## src/rtl/udiv_sched.sv

```systemverilog
// udiv_sched: round-robin scheduler sharing one fully pipelined unsigned
// divider between NREQ requesters. A tag pipe runs alongside the divider so
// each result is steered back to its owner; per-requester credits cap the
// number of outstanding operations.

// One restoring-division iteration: shift in the next dividend bit, subtract
// the divisor when it fits, shift the quotient bit in.
module udiv_sched_step #(
    parameter int WIDTH = 16
) (
    input  logic [WIDTH-1:0] rem_i,
    input  logic [WIDTH-1:0] q_i,
    input  logic [WIDTH-1:0] d_i,
    output logic [WIDTH-1:0] rem_o,
    output logic [WIDTH-1:0] q_o
);
    logic [WIDTH:0] trial;
    assign trial = {rem_i, q_i[WIDTH-1]};

    // trial < 2*d always holds, so the difference fits in WIDTH bits
    always_comb begin
        if (trial >= {1'b0, d_i}) begin
            rem_o = trial[WIDTH-1:0] - d_i;
            q_o   = {q_i[WIDTH-2:0], 1'b1};
        end else begin
            rem_o = trial[WIDTH-1:0];
            q_o   = {q_i[WIDTH-2:0], 1'b0};
        end
    end
endmodule

module udiv_sched #(
    parameter int WIDTH   = 16,
    parameter int NREQ    = 4,
    parameter int MAX_OUT = 4,
    localparam int IFW    = $clog2(NREQ*MAX_OUT+1)
) (
    input  logic                  clk,
    input  logic                  reset,
    input  logic [NREQ-1:0]       req_valid,
    output logic [NREQ-1:0]       req_ready,
    input  logic [NREQ*WIDTH-1:0] req_dividend,
    input  logic [NREQ*WIDTH-1:0] req_divisor,
    output logic [NREQ-1:0]       res_valid,
    output logic [WIDTH-1:0]      res_quotient,
    output logic [WIDTH-1:0]      res_remainder,
    output logic                  res_divzero,
    output logic [IFW-1:0]        in_flight,
    output logic                  busy
);
    // WIDTH iterations: WIDTH-1 register stages plus the result register
    localparam int STAGES = WIDTH - 1;
    localparam int IW     = (NREQ > 1) ? $clog2(NREQ) : 1;
    localparam int CW     = $clog2(MAX_OUT + 1);

    logic [IW-1:0]    ptr;
    logic [CW-1:0]    cnt [NREQ];
    logic [NREQ-1:0]  elig;
    logic             gnt_found;
    logic [IW-1:0]    gnt_idx;
    logic             issue;
    logic [WIDTH-1:0] iss_dvd, iss_dvs;

    // divider datapath
    logic [WIDTH-1:0] in_rem [WIDTH];
    logic [WIDTH-1:0] in_q   [WIDTH];
    logic [WIDTH-1:0] in_d   [WIDTH];
    logic [WIDTH-1:0] s_rem  [WIDTH];
    logic [WIDTH-1:0] s_q    [WIDTH];
    logic [WIDTH-1:0] p_rem  [1:STAGES];
    logic [WIDTH-1:0] p_q    [1:STAGES];
    logic [WIDTH-1:0] p_d    [1:STAGES];

    // tag pipe aligned with the divider stages
    logic [STAGES:1]  vld_pipe;
    logic [STAGES:1]  dz_pipe;
    logic [IW-1:0]    idx_pipe [1:STAGES];
    logic [WIDTH-1:0] dvd_pipe [1:STAGES];

    function automatic int rr_idx(int p, int k);
        return (p + k >= NREQ) ? p + k - NREQ : p + k;
    endfunction

    // Eligibility and round-robin pick. A result leaving this cycle frees its
    // credit immediately, so a full requester can refill on its result cycle.
    always_comb begin
        elig      = '0;
        gnt_found = 1'b0;
        gnt_idx   = '0;
        for (int i = 0; i < NREQ; i++)
            elig[i] = req_valid[i] && ((cnt[i] < CW'(MAX_OUT)) || res_valid[i]);
        for (int k = 0; k < NREQ; k++) begin
            if (!gnt_found && elig[rr_idx(int'(ptr), k)]) begin
                gnt_found = 1'b1;
                gnt_idx   = IW'(rr_idx(int'(ptr), k));
            end
        end
    end

    assign issue     = gnt_found && !reset;
    assign req_ready = issue ? (NREQ'(1) << gnt_idx) : '0;
    assign iss_dvd   = req_dividend[gnt_idx*WIDTH +: WIDTH];
    assign iss_dvs   = req_divisor[gnt_idx*WIDTH +: WIDTH];
    assign busy      = (in_flight != '0);

    // iteration k consumes stage k (stage 0 is the issuing operands)
    for (genvar k = 0; k < WIDTH; k++) begin : g_step
        if (k == 0) begin : g_head
            assign in_rem[k] = '0;
            assign in_q[k]   = iss_dvd;
            assign in_d[k]   = iss_dvs;
        end else begin : g_body
            assign in_rem[k] = p_rem[k];
            assign in_q[k]   = p_q[k];
            assign in_d[k]   = p_d[k];
        end
        udiv_sched_step #(.WIDTH(WIDTH)) u_step (
            .rem_i (in_rem[k]),
            .q_i   (in_q[k]),
            .d_i   (in_d[k]),
            .rem_o (s_rem[k]),
            .q_o   (s_q[k])
        );
    end

    // datapath and tag payload shift every cycle; bubbles carry junk
    always_ff @(posedge clk) begin
        for (int k = 1; k <= STAGES; k++) begin
            p_rem[k] <= s_rem[k-1];
            p_q[k]   <= s_q[k-1];
            p_d[k]   <= in_d[k-1];
        end
        idx_pipe[1] <= gnt_idx;
        dz_pipe[1]  <= (iss_dvs == '0);
        dvd_pipe[1] <= iss_dvd;
        for (int k = 2; k <= STAGES; k++) begin
            idx_pipe[k] <= idx_pipe[k-1];
            dz_pipe[k]  <= dz_pipe[k-1];
            dvd_pipe[k] <= dvd_pipe[k-1];
        end
    end

    // tag valid bits; cleared on reset so in-flight work is dropped
    always_ff @(posedge clk or posedge reset) begin
        if (reset) begin
            vld_pipe <= '0;
        end else begin
            vld_pipe[1] <= issue;
            for (int k = 2; k <= STAGES; k++)
                vld_pipe[k] <= vld_pipe[k-1];
        end
    end

    // result register: last iteration plus divide-by-zero override
    always_ff @(posedge clk or posedge reset) begin
        if (reset) begin
            res_valid     <= '0;
            res_quotient  <= '0;
            res_remainder <= '0;
            res_divzero   <= 1'b0;
        end else begin
            res_valid <= vld_pipe[STAGES] ? (NREQ'(1) << idx_pipe[STAGES]) : '0;
            if (vld_pipe[STAGES]) begin
                res_quotient  <= dz_pipe[STAGES] ? '1 : s_q[STAGES];
                res_remainder <= dz_pipe[STAGES] ? dvd_pipe[STAGES] : s_rem[STAGES];
                res_divzero   <= dz_pipe[STAGES];
            end
        end
    end

    // round-robin pointer advances past the granted requester
    always_ff @(posedge clk or posedge reset) begin
        if (reset)
            ptr <= '0;
        else if (issue)
            ptr <= (int'(gnt_idx) == NREQ - 1) ? '0 : gnt_idx + 1'b1;
    end

    // per-requester credits: +1 on issue, -1 on result, hold on both
    always_ff @(posedge clk or posedge reset) begin
        if (reset) begin
            for (int i = 0; i < NREQ; i++)
                cnt[i] <= '0;
        end else begin
            for (int i = 0; i < NREQ; i++) begin
                case ({issue && (int'(gnt_idx) == i), res_valid[i]})
                    2'b10:   cnt[i] <= cnt[i] + 1'b1;
                    2'b01:   cnt[i] <= cnt[i] - 1'b1;
                    default: cnt[i] <= cnt[i];
                endcase
            end
        end
    end

    // global occupancy
    always_ff @(posedge clk or posedge reset) begin
        if (reset) begin
            in_flight <= '0;
        end else begin
            case ({issue, |res_valid})
                2'b10:   in_flight <= in_flight + 1'b1;
                2'b01:   in_flight <= in_flight - 1'b1;
                default: in_flight <= in_flight;
            endcase
        end
    end

    // credit sanity: a result always has a credit behind it, never over cap
    always_ff @(posedge clk) begin
        if (!reset) begin
            for (int i = 0; i < NREQ; i++) begin
                assert (!res_valid[i] || cnt[i] != '0);
                assert (cnt[i] <= CW'(MAX_OUT));
            end
        end
    end
endmodule
```

## config.mk

```make
export PLATFORM = sky130hd
export DESIGN_NAME = udiv_sched
export DESIGN_NICKNAME = d
export VERILOG_FILES = /design/src/rtl/udiv_sched.sv
export SDC_FILE = /design/constraint.sdc
export NUM_CORES = 1
export LEC_CHECK = 0
export ABC_AREA = 1
export BUFFER_PORTS_ARGS = -buffer_cell sky130_fd_sc_hd__buf_4
export CORE_UTILIZATION = 30
export DETAILED_ROUTE_END_ITERATION = 6
export GPL_TIMING_DRIVEN = 0
export PLACE_DENSITY = 0.48
export SYNTH_ARGS = -nofsm -noshare
export SYNTH_HDL_FRONTEND = slang
export SYNTH_SLANG_ARGS = --single-unit
export TNS_END_PERCENT = 10
```

## constraint.sdc

```tcl
create_clock -name clk -period 5.1 [get_ports clk]
set_clock_uncertainty 0.05 [all_clocks]
set_input_delay 0.255 -clock clk [delete_from_list [all_inputs] [get_ports clk]]
set_output_delay 0.255 -clock clk [all_outputs]
set_load 0.02 [all_outputs]
```

# Word level (Yosys, flattened, before mapping)
# Memories as Yosys holds them, arrays and structs flattened.
# Index checks and enable logic that the tools add are counted.
# classes
n_mul	0
div_mod_pow	0
n_eq_ne	13
reduce_logical	29
shifts	4
magnitude_cmp	28
bitwise	0
muxes	66
add_sub_neg	34
# op_table
operator	n
16-bit 2-to-1 mux	18
17-bit by 16-bit greater-or-equal comparator with 1-bit output	15
16-bit subtractor	15
32-bit by 4-bit < comparator with 1-bit output, second input constant	4
32-bit 2-to-1 mux	4
64-bit by 7-bit indexed part select with 16-bit output	2
32-bit by 4-bit greater-or-equal comparator with 1-bit output, second input constant	3
32-bit by 4-bit subtractor with 32-bit output, second input constant	3
1-bit 2-to-1 mux	28
3-bit case mux with 2 select lines	4
1-bit by 16-bit greater-or-equal comparator with 1-bit output	1
16-bit logical NOT	1
1-bit by 16-bit subtractor with 16-bit output	1
2-bit equality test, second input constant	7
3-bit by 1-bit adder with 3-bit output, second input constant	4
2-bit by 1-bit equality test with 1-bit output, second input constant	6
1-bit logical AND	12
3-bit < comparator, second input constant	4
3-bit by 1-bit subtractor with 3-bit output, second input constant	4
2-bit 2-to-1 mux	5
5-bit case mux with 2 select lines	1
2-bit nonzero test	5
1-bit binary-select mux with 2-bit select	4
4-bit 2-to-1 mux	2
13 further kinds	21
# totals
word_cells	191
ramBits	990
rom_bits	0
in_bits	134
latchBits	0
reg_bits	86
output_inout_bits	47
n_memories	5
# mem_list
memory	depth	word_bits	read_ports	rd_clocked_by_memory_dff	write_ports	line	source
dvd_pipe	15	16	15	0	15	78	logic [WIDTH-1:0] dvd_pipe [1:STAGES];
p_d	15	16	15	0	15	72	logic [WIDTH-1:0] p_d [1:STAGES];
p_q	15	16	15	0	15	71	logic [WIDTH-1:0] p_q [1:STAGES];
p_rem	15	16	15	0	15	70	logic [WIDTH-1:0] p_rem [1:STAGES];
idx_pipe	15	2	15	0	15	77	logic [IW-1:0] idx_pipe [1:STAGES];

# Longest topological paths before layout
# Gate-level depths: netlist of the first run.
# logic_depth
word_depth	20
mapped_depth	26
ltp_nobuf	24

# Cells and area by module
# A second synthesis of the first run with hierarchy kept.
# hier_totals
cells_unflattened	6202
area_unflattened_um2	48576.6
# modules_own_cells
mod	area_each_um2	seq_area_each_um2	n_inst	cells_each
udiv_sched	24663.7	21896.0	1	1632
udiv_sched_step (g_step[10].u_step ...)	1467.7	0.0	9	284
udiv_sched_step (g_step[0].u_step ...)	1555.2	0.0	5	287
udiv_sched_step (g_step[9].u_step)	1496.4	0.0	1	295
udiv_sched_step (g_step[14].u_step)	1431.4	0.0	1	284

# Worst setup path after synthesis of the first run
# Ideal clock, no wire load.
# synth_timing
path_kind	in2reg
startpoint	input port reset
endpoint	register in_flight[4]
path_slack_ns	1.755
n_path_buf	0
arrival_time_ns	3.164
stages	11
cell_sequence	inv_1 > nand2_1 > ha_1 > ha_1 > a21oi_1 > nor2_1 > nor2_1 > nand2_1 > nand2_1 > nor2_1 > xor2_1
# synth_between
elab_chain_cells	4
elab_cells_between_ends	6
cone_classes	2 x eq/ne; 1 x mux; 3 x reduce/logical
# synth_rtl
item	line	source
start: declaration	39	input logic reset,
1-bit logical NOT (no source line) *	-	
1-bit logical AND *	100	assign issue = gnt_found && !reset;
2-bit by 1-bit equality test with 1-bit output or 2-bit equality test (tied branches)	200	case ({issue, |res_valid})
5-bit case mux with 2 select lines or 2-bit nonzero test (tied branches)	-	
end signal: assignment	201	2'b10: in_flight <= in_flight + 1'b1;
end signal: assignment	202	2'b01: in_flight <= in_flight - 1'b1;
end signal: assignment	203	default: in_flight <= in_flight;
end: declaration	48	output logic [IFW-1:0] in_flight,
# Mark *: on every way between the ends. The rest lies on a longest branch, timed or not.
# A chain may end at the register's enable or synchronous reset.

# Worst setup path after layout of the first run
# layout_timing
startpoint	register ptr[0]
endpoint	output port req_ready[0]
# layout_between
elab_chain_cells	17
elab_cells_between_ends	44
cone_classes	7 x add/sub; 4 x order compare; 1 x shift; 25 x mux; 7 x reduce/logical
# layout_rtl
item	line	source
start: declaration	56	logic [IW-1:0] ptr;
start signal: assignment	176	ptr <= (int'(gnt_idx) == NREQ - 1) ? '0 : gnt_idx + 1'b1;
parallel branches: the longest is 16 deep, another holds 32-bit by 4-bit subtractor with 32-bit output	-	
4-bit 2-to-1 mux *	101	assign req_ready = issue ? (NREQ'(1) << gnt_idx) : '0;
end: declaration	41	output logic [NREQ-1:0] req_ready,
# Mark *: on every way between the ends. The select of a mux whose other input is x is not followed.

==> flow_metrics.py, run 1 <==
metrics = {
    "critical_path": {
        "reg2regPathDepth": 18,
        "critical-path-top-delay-family": "buffers and inverters",
        "path_buf_inv": 5,
        "max_stage_delay_ps": 520,
        "start_kind": "flop",
        "critPathCaptureType": "output port",
        "path_cells": "inv_2, nand3_1, nand2_1, nand2_1, a21boi_0, nand2_1, a21oi_2, clkbuf_1, buf_1, ha_1, nand2_1, inv_1, buf_4",
        "critPathLaunch": "ptr[0]",
        "crit_end": "req_ready[0]",
        "worstPathRequired_ps": 4800,
        "worstPathMaxFanout": 11,
        "cp.depth": 13,
        "path_class": "reg -> out",
        "worstPathArrival_ps": 3870,
        "critPathMostFrequentCell": "nand2_1",
        "r2r-end": "p_rem[0][25]",
        "slowest_stage": "buf_1",
        "regToRegStartpoint": "res_valid[1]",
        "reg2reg_slack_ps": 1070,
    },
    "place": {
        "placed_area_sq_um": 39300,
        "dp_slack_ps": 1170,
        "place_congestion": 0.874,
        "dp_hpwl_um": 67600,
        "port_buffers": 180,
    },
    "synth": {
        "yosysTopAreaCellShare_pct": 49.3,
        "synth.avg_cell_area_sq_um": 9.23,
        "synth_warnings": 0,
        "ys.flop_type": "dfxtp_1",
        "synth_most_common_cell": "dfxtp_1",
        "ys_top_cells_by_area": "dfxtp_1 49%, ha_1 8.8%, nand2_1 8.3%, o21ai_0 5.0%, dfrtp_1 4.9%",
        "yosysSeqAreaShare_pct": 54.3,
        "async_reset_ff_share_pct": 7.43,
        "synth_commonest_cells": "885 x dfxtp_1, 790 x nand2_1, 453 x inv_1",
        "synth_cell_types": 50,
        "ys_seq_elements": 956,
        "syn_inst": 3892,
        "yosys.area.top_type": "dfxtp_1",
        "synth-edff-count": 0,
        "synth.cell_area_sq_um": 35900,
        "syn-num-nets": 4300,
    },
    "clock_tree": {
        "clk_pin_slew_ps": 70,
        "cts-root-buf": "clkbuf_16",
        "cts_tree": "done",
        "cts.path.max_buffers": 3,
        "htree_levels": 3,
        "cts_made_buffers": 95,
        "cts_sinks": 956,
        "clk_latency_ps": 670,
    },
    "sta": {
        "tightest_slew_ps": 1110,
        "grt_setup_unrepaired": "no",
        "fin_crit_ps": 4170,
        "min_period_over_period_pct": 81.8,
        "slew_viol_final": 0,
        "finalHoldViolCount": 0,
        "setup_viol": 0,
        "maxSlewHeadroom_pct": 26.3,
        "finalSetupTns_ps": 0,
        "fmax_mhz": 240,
        "fin_ws_ps": 926,
    },
    "drt": {
        "drt-wirelength-per-cell_um": 14.5,
        "drc": 0,
        "ant_nets": 0,
        "vias": 25800,
        "dr.first_iter.drc_count": 1218,
        "viasPerCell": 4.35,
        "wl_um": 86100,
        "drt_first_pass_iters": 5,
    },
    "flow_run": {
        "drv_cap": 0,
    },
    "die": {
        "die_area_sq_um": 121000,
        "start_util_pct": 30.3,
        "io_pins": 181,
        "core-area_sq_um": 118000,
        "rows": 126,
        "fp.dieW_um": 348,
        "die_h_um": 348,
    },
    "global_routing": {
        "grt_overflow": 0,
        "grt_pass1_vias": 25600,
        "grt_pass1_wl_um": 136000,
        "grt_max_degree": 38,
        "grt_antenna_before_repair": 5,
        "grtUsageTotal_pct": 14.1,
    },
    "final_layout": {
        "drive_above_1_share_pct": 8.81,
        "area_delta_synth_final_pct": 21.0,
        "nNetsFinal": 4653,
        "diodes": 0,
        "design_area_sq_um": 43500,
    },
    "min_path": {
        "hold_path.class": "in -> reg",
        "min_from": "req_divisor[4]",
    },
    "outcome": {
        "outcome": "finished clean",
    },
}
-- placed cells by master (no fill, tap or decap), types with 5 or more instances in the layout --
cell type / count
clkbuf_8: 18
a22oi_1: 26
clkinv_2: 11
nor2_1: 166
o21ai_0: 359
nand2_1: 790
fa_1: 20
xnor2_1: 105
bufinv_16: 12
nand3_2: 7
inv_1: 452
o41ai_1: 10
nand3b_1: 9
a311oi_1: 11
nand2_2: 9
buf_6: 6
nor3_1: 28
o21ai_1: 8
nor4_1: 14
a21oi_1: 250
ha_1: 254
o2111ai_1: 10
a221oi_1: 12
dfrtp_1: 71
buf_4: 184
clkinv_16: 7
dlygate4sd3_1: 75
nand3_1: 96
xor2_1: 101
clkinvlp_4: 5
a21o_1: 10
clkbuf_1: 86
a21boi_0: 11
a31oi_1: 13
dfxtp_1: 885
clkbuf_16: 95
nand4_1: 53
-- final cells by class --
type / count / area (sq um)
Sequential cell: 956 / 19500
Multi-Input combinational cell: 2396 / 14300
Inverter: 459 / 1730
Clock inverter: 41 / 716
Clock buffer: 135 / 2710
Fill cell: 12100 / 74900
Tap cell: 1600 / 2000
Buffer: 81 / 368
Timing Repair Buffer: 256 / 2130
-- kinds of logic after synthesis --
kind of cell / after synthesis / share of synthesized area, %
fa+ha+maj: 274 / 9.96
flops: 956 / 54.3
compound gates: 734 / 11.2
xor+xnor: 206 / 5.02
simple gates: 1182 / 13.7
buf+inv: 540 / 5.82
-- flip-flops by register name, indices dropped and copies added, names as in the netlist --
register / cells
p_q: 120
ptr: 2
res_quotient: 16
cnt: 12
p_d: 240
idx_pipe: 30
in_flight: 5
res_remainder: 16
res_valid: 4
dz_pipe: 15
dvd_pipe: 240
p_rem: 240
res_divzero: 1
vld_pipe: 15
-- metrics by stage --
stage	cells	util [%]	hold WS, ps
3_5_place_dp	5673	33.2	262
3_3_place_gp	5672	33.2	260
5_1_grt	5924	36.7	59.1
2_1_floorplan	3892	-	260
6_report	5924	36.7	53.3
4_1_cts	5924	36.7	8.51
-- metal layers --
layer  wire [um]  share of wire, %  vias to the layer above  track usage (%)
li1            -                 -                    13500                -
met4        2300               2.7                        0             4.63
met2       40800                47                      420             24.0
met3        3470               4.0                      127             2.40
met5           0                 0                        -                0
met1       39500                46                    11800             17.9
-- how the worst min path moves through the flow --
stage	endpoint	slack, ps	cells after the start
CTS	p_rem[0][20]	9	6
finish	p_rem[0][20]	50	6
floorplan	dvd_pipe[0][100]	260	0
global route	p_d[0][19]	60	5
detailed placement	p_q[0][148]	260	0
global placement	dvd_pipe[0][128]	260	0
-- repair_timing --
action | in CTS | in global routing
endpoints found under the setup margin | 0 | 0
buffers inserted | 0 | 0
gates resized for setup | 0 | 0
endpoints found under the hold margin | 68 | 0
hold buffers | 75 | 0
-- worst register-to-register path, stage by stage, from the launching register on --
cell and delay (ps):
dfrtp_1 410, inv_1 90, nand2_1 100, nand3_1 130, nand2_2 110, o21ai_4 200
nand3_1 130, o21ai_2 350, clkbuf_1 510, nand3_1 220, dlygate4sd3_1 620, nand2_1 80
inv_1 70, ha_1 240, inv_1 160, a21oi_4 90, nand4_4 100, buf_6 160
nor2_1 60
Power of run 1 is left out: the tool's default activity adds up to more than one toggle a clock period on the data nets, which glitch-free logic cannot reach.
==> run 2: changes to the inputs <==
- clock period: 5.1 -> 4.35 ns (I/O delays scaled with it)
==> run 2 against run 1 <==
  * Cell area is essentially flat
  * Worst setup slack lost 690 ps
  * Die area is the same
  * Final cell count is essentially flat
  * Clock-buffer cell count is the same
  * Critical path type unchanged
  * Hold slack lost 25 ps
  * Via count is essentially flat
  * First-iteration DRC count grew 4.6%
==> flow_metrics.py, run 2 (synthesis gave the netlist of run 1 again) <==
metrics = {
    "outcome": {
        "outcome": "finished clean",
    },
    "place": {
        "port_buffers": 180,
        "place_congestion": 0.874,
        "dp_hpwl_um": 67600,
    },
    "drt": {
        "viasPerCell": 4.35,
        "vias": 25800,
        "wl_um": 86100,
        "drt_first_pass_iters": 5,
        "drc": 0,
        "drt-wirelength-per-cell_um": 14.5,
        "ant_nets": 0,
        "dr.first_iter.drc_count": 1274,
    },
    "final_layout": {
        "top_regs": "dvd_pipe (240), p_d (240), p_rem (240)",
        "final_common_cell": "dfxtp_1",
        "area_delta_synth_final_pct": 21.2,
        "diodes": 0,
        "drive_above_1_share_pct": 8.83,
        "final_cell_mix": "885 x dfxtp_1, 790 x nand2_1, 452 x inv_1",
        "nNetsFinal": 4657,
    },
    "sta": {
        "setup_viol": 0,
        "tightest_slew_ps": 1110,
        "finalHoldViolCount": 0,
        "finalSetupTns_ps": 0,
        "fmax_mhz": 243,
        "slew_viol_final": 0,
        "fin_crit_ps": 4120,
        "maxSlewHeadroom_pct": 25.8,
        "grt_setup_unrepaired": "yes",
        "min_period_over_period_pct": 94.7,
    },
    "critical_path": {
        "worstPathMaxFanout": 11,
        "slowest_stage": "buf_1",
        "critPathCaptureType": "output port",
        "worstPathArrival_ps": 3850,
        "max_stage_delay_ps": 530,
        "critPathMostFrequentCell": "nand2_1",
        "critPathLaunch": "ptr[0]",
        "start_kind": "flop",
        "path_class": "reg -> out",
        "worstPathRequired_ps": 4080,
        "regToRegStartpoint": "res_valid[1]",
        "path_cells": "inv_2, nand3_1, nand2_1, nand2_1, a21boi_0, nand2_1, a21oi_2, clkbuf_1, buf_1, ha_1, nand2_1, inv_1, buf_4",
    },
    "global_routing": {
        "grt_pass1_vias": 25600,
        "grt_overflow": 0,
        "grt_max_degree": 38,
        "grt_antenna_before_repair": 5,
        "grt_pass1_wl_um": 136000,
        "grtUsageTotal_pct": 14.1,
    },
    "clock_tree": {
        "htree_levels": 3,
        "clk_pin_slew_ps": 70,
        "cts_tree": "done",
        "clk_latency_ps": 670,
        "cts-root-buf": "clkbuf_16",
        "cts_made_buffers": 95,
        "cts.path.max_buffers": 3,
        "post_cts_buffers": 0,
        "cts_sinks": 956,
    },
    "die": {
        "rows": 126,
        "io_pins": 181,
        "start_util_pct": 30.3,
        "die_h_um": 348,
        "fp.dieW_um": 348,
        "core-area_sq_um": 118000,
        "die_area_sq_um": 121000,
    },
    "flow_run": {
        "drv_cap": 0,
    },
    "min_path": {
        "hold_path.class": "in -> reg",
        "min_from": "req_dividend[63]",
    },
}
-- run 2: critical path, delay by kind of cell (launching register included) --
kind                     cells  cell delay [ps]
buffers and inverters        5             1360
adder cells (fa/ha/maj)      1              250
AND/OR/NAND/NOR              5              510
AO/OA/AOI/OAI                2              560
flip-flops                   1              510
-- run 2: layer usage --
layer	wire [um]	part of all wire, %	track usage [%]
met1	39800	46	17.9
met2	40800	47	24.1
met3	3260	3.8	2.40
met4	2260	2.6	4.61
met5	0	0	0
-- run 2: timing repair --
action,CTS,global route
hold buffers,79,0
hold endpoints to repair,81,0
gates resized for setup,0,1
endpoints found under the setup margin,0,14
-- run 2: path summary, 6_finish.rpt --
| check | endpoint | slack (ps) | cells after the start |
|---|---|---|---|
| max | req_ready[0] | 230 | 13 |
| min | p_rem[0][16] | 30 | 5 |
| max reg2reg | p_rem[0][25] | 310 | 18 |
| min reg2reg | p_q[0][166] | 250 | 0 |
| max in group asynchronous | in_flight[4] | 3490 | 4 |
| min in group asynchronous | vld_pipe[9] | 110 | 3 |
-- run 2: final cells by class --
class                   count  area, sq um
clock buffers             135         2710
fillers                 12000        74900
plain buffers              81          369
clock inverters            41          716
flip-flops and latches    956        19500
repair buffers            260         2170
multi-input cells        2396        14300
well taps                1600         2000
inverters                 459         1730
-- run 2: through the flow --
stage                     setup slack [ps]  cells  util [%]  instance area (sq um)  hold WS (ps)
after CTS                              197   5928      36.8                  43500          3.34
after detailed placement               417   5673      33.2                  39300           262
after global routing                 -69.4   5928      36.8                  43500          27.6
after global placement                -521   5672      33.2                  39300           260
after floorplan                       1040   3892         -                  35900           260
final                                  231   5928      36.8                  43500          28.5
Power of run 2 is left out for the same reason.
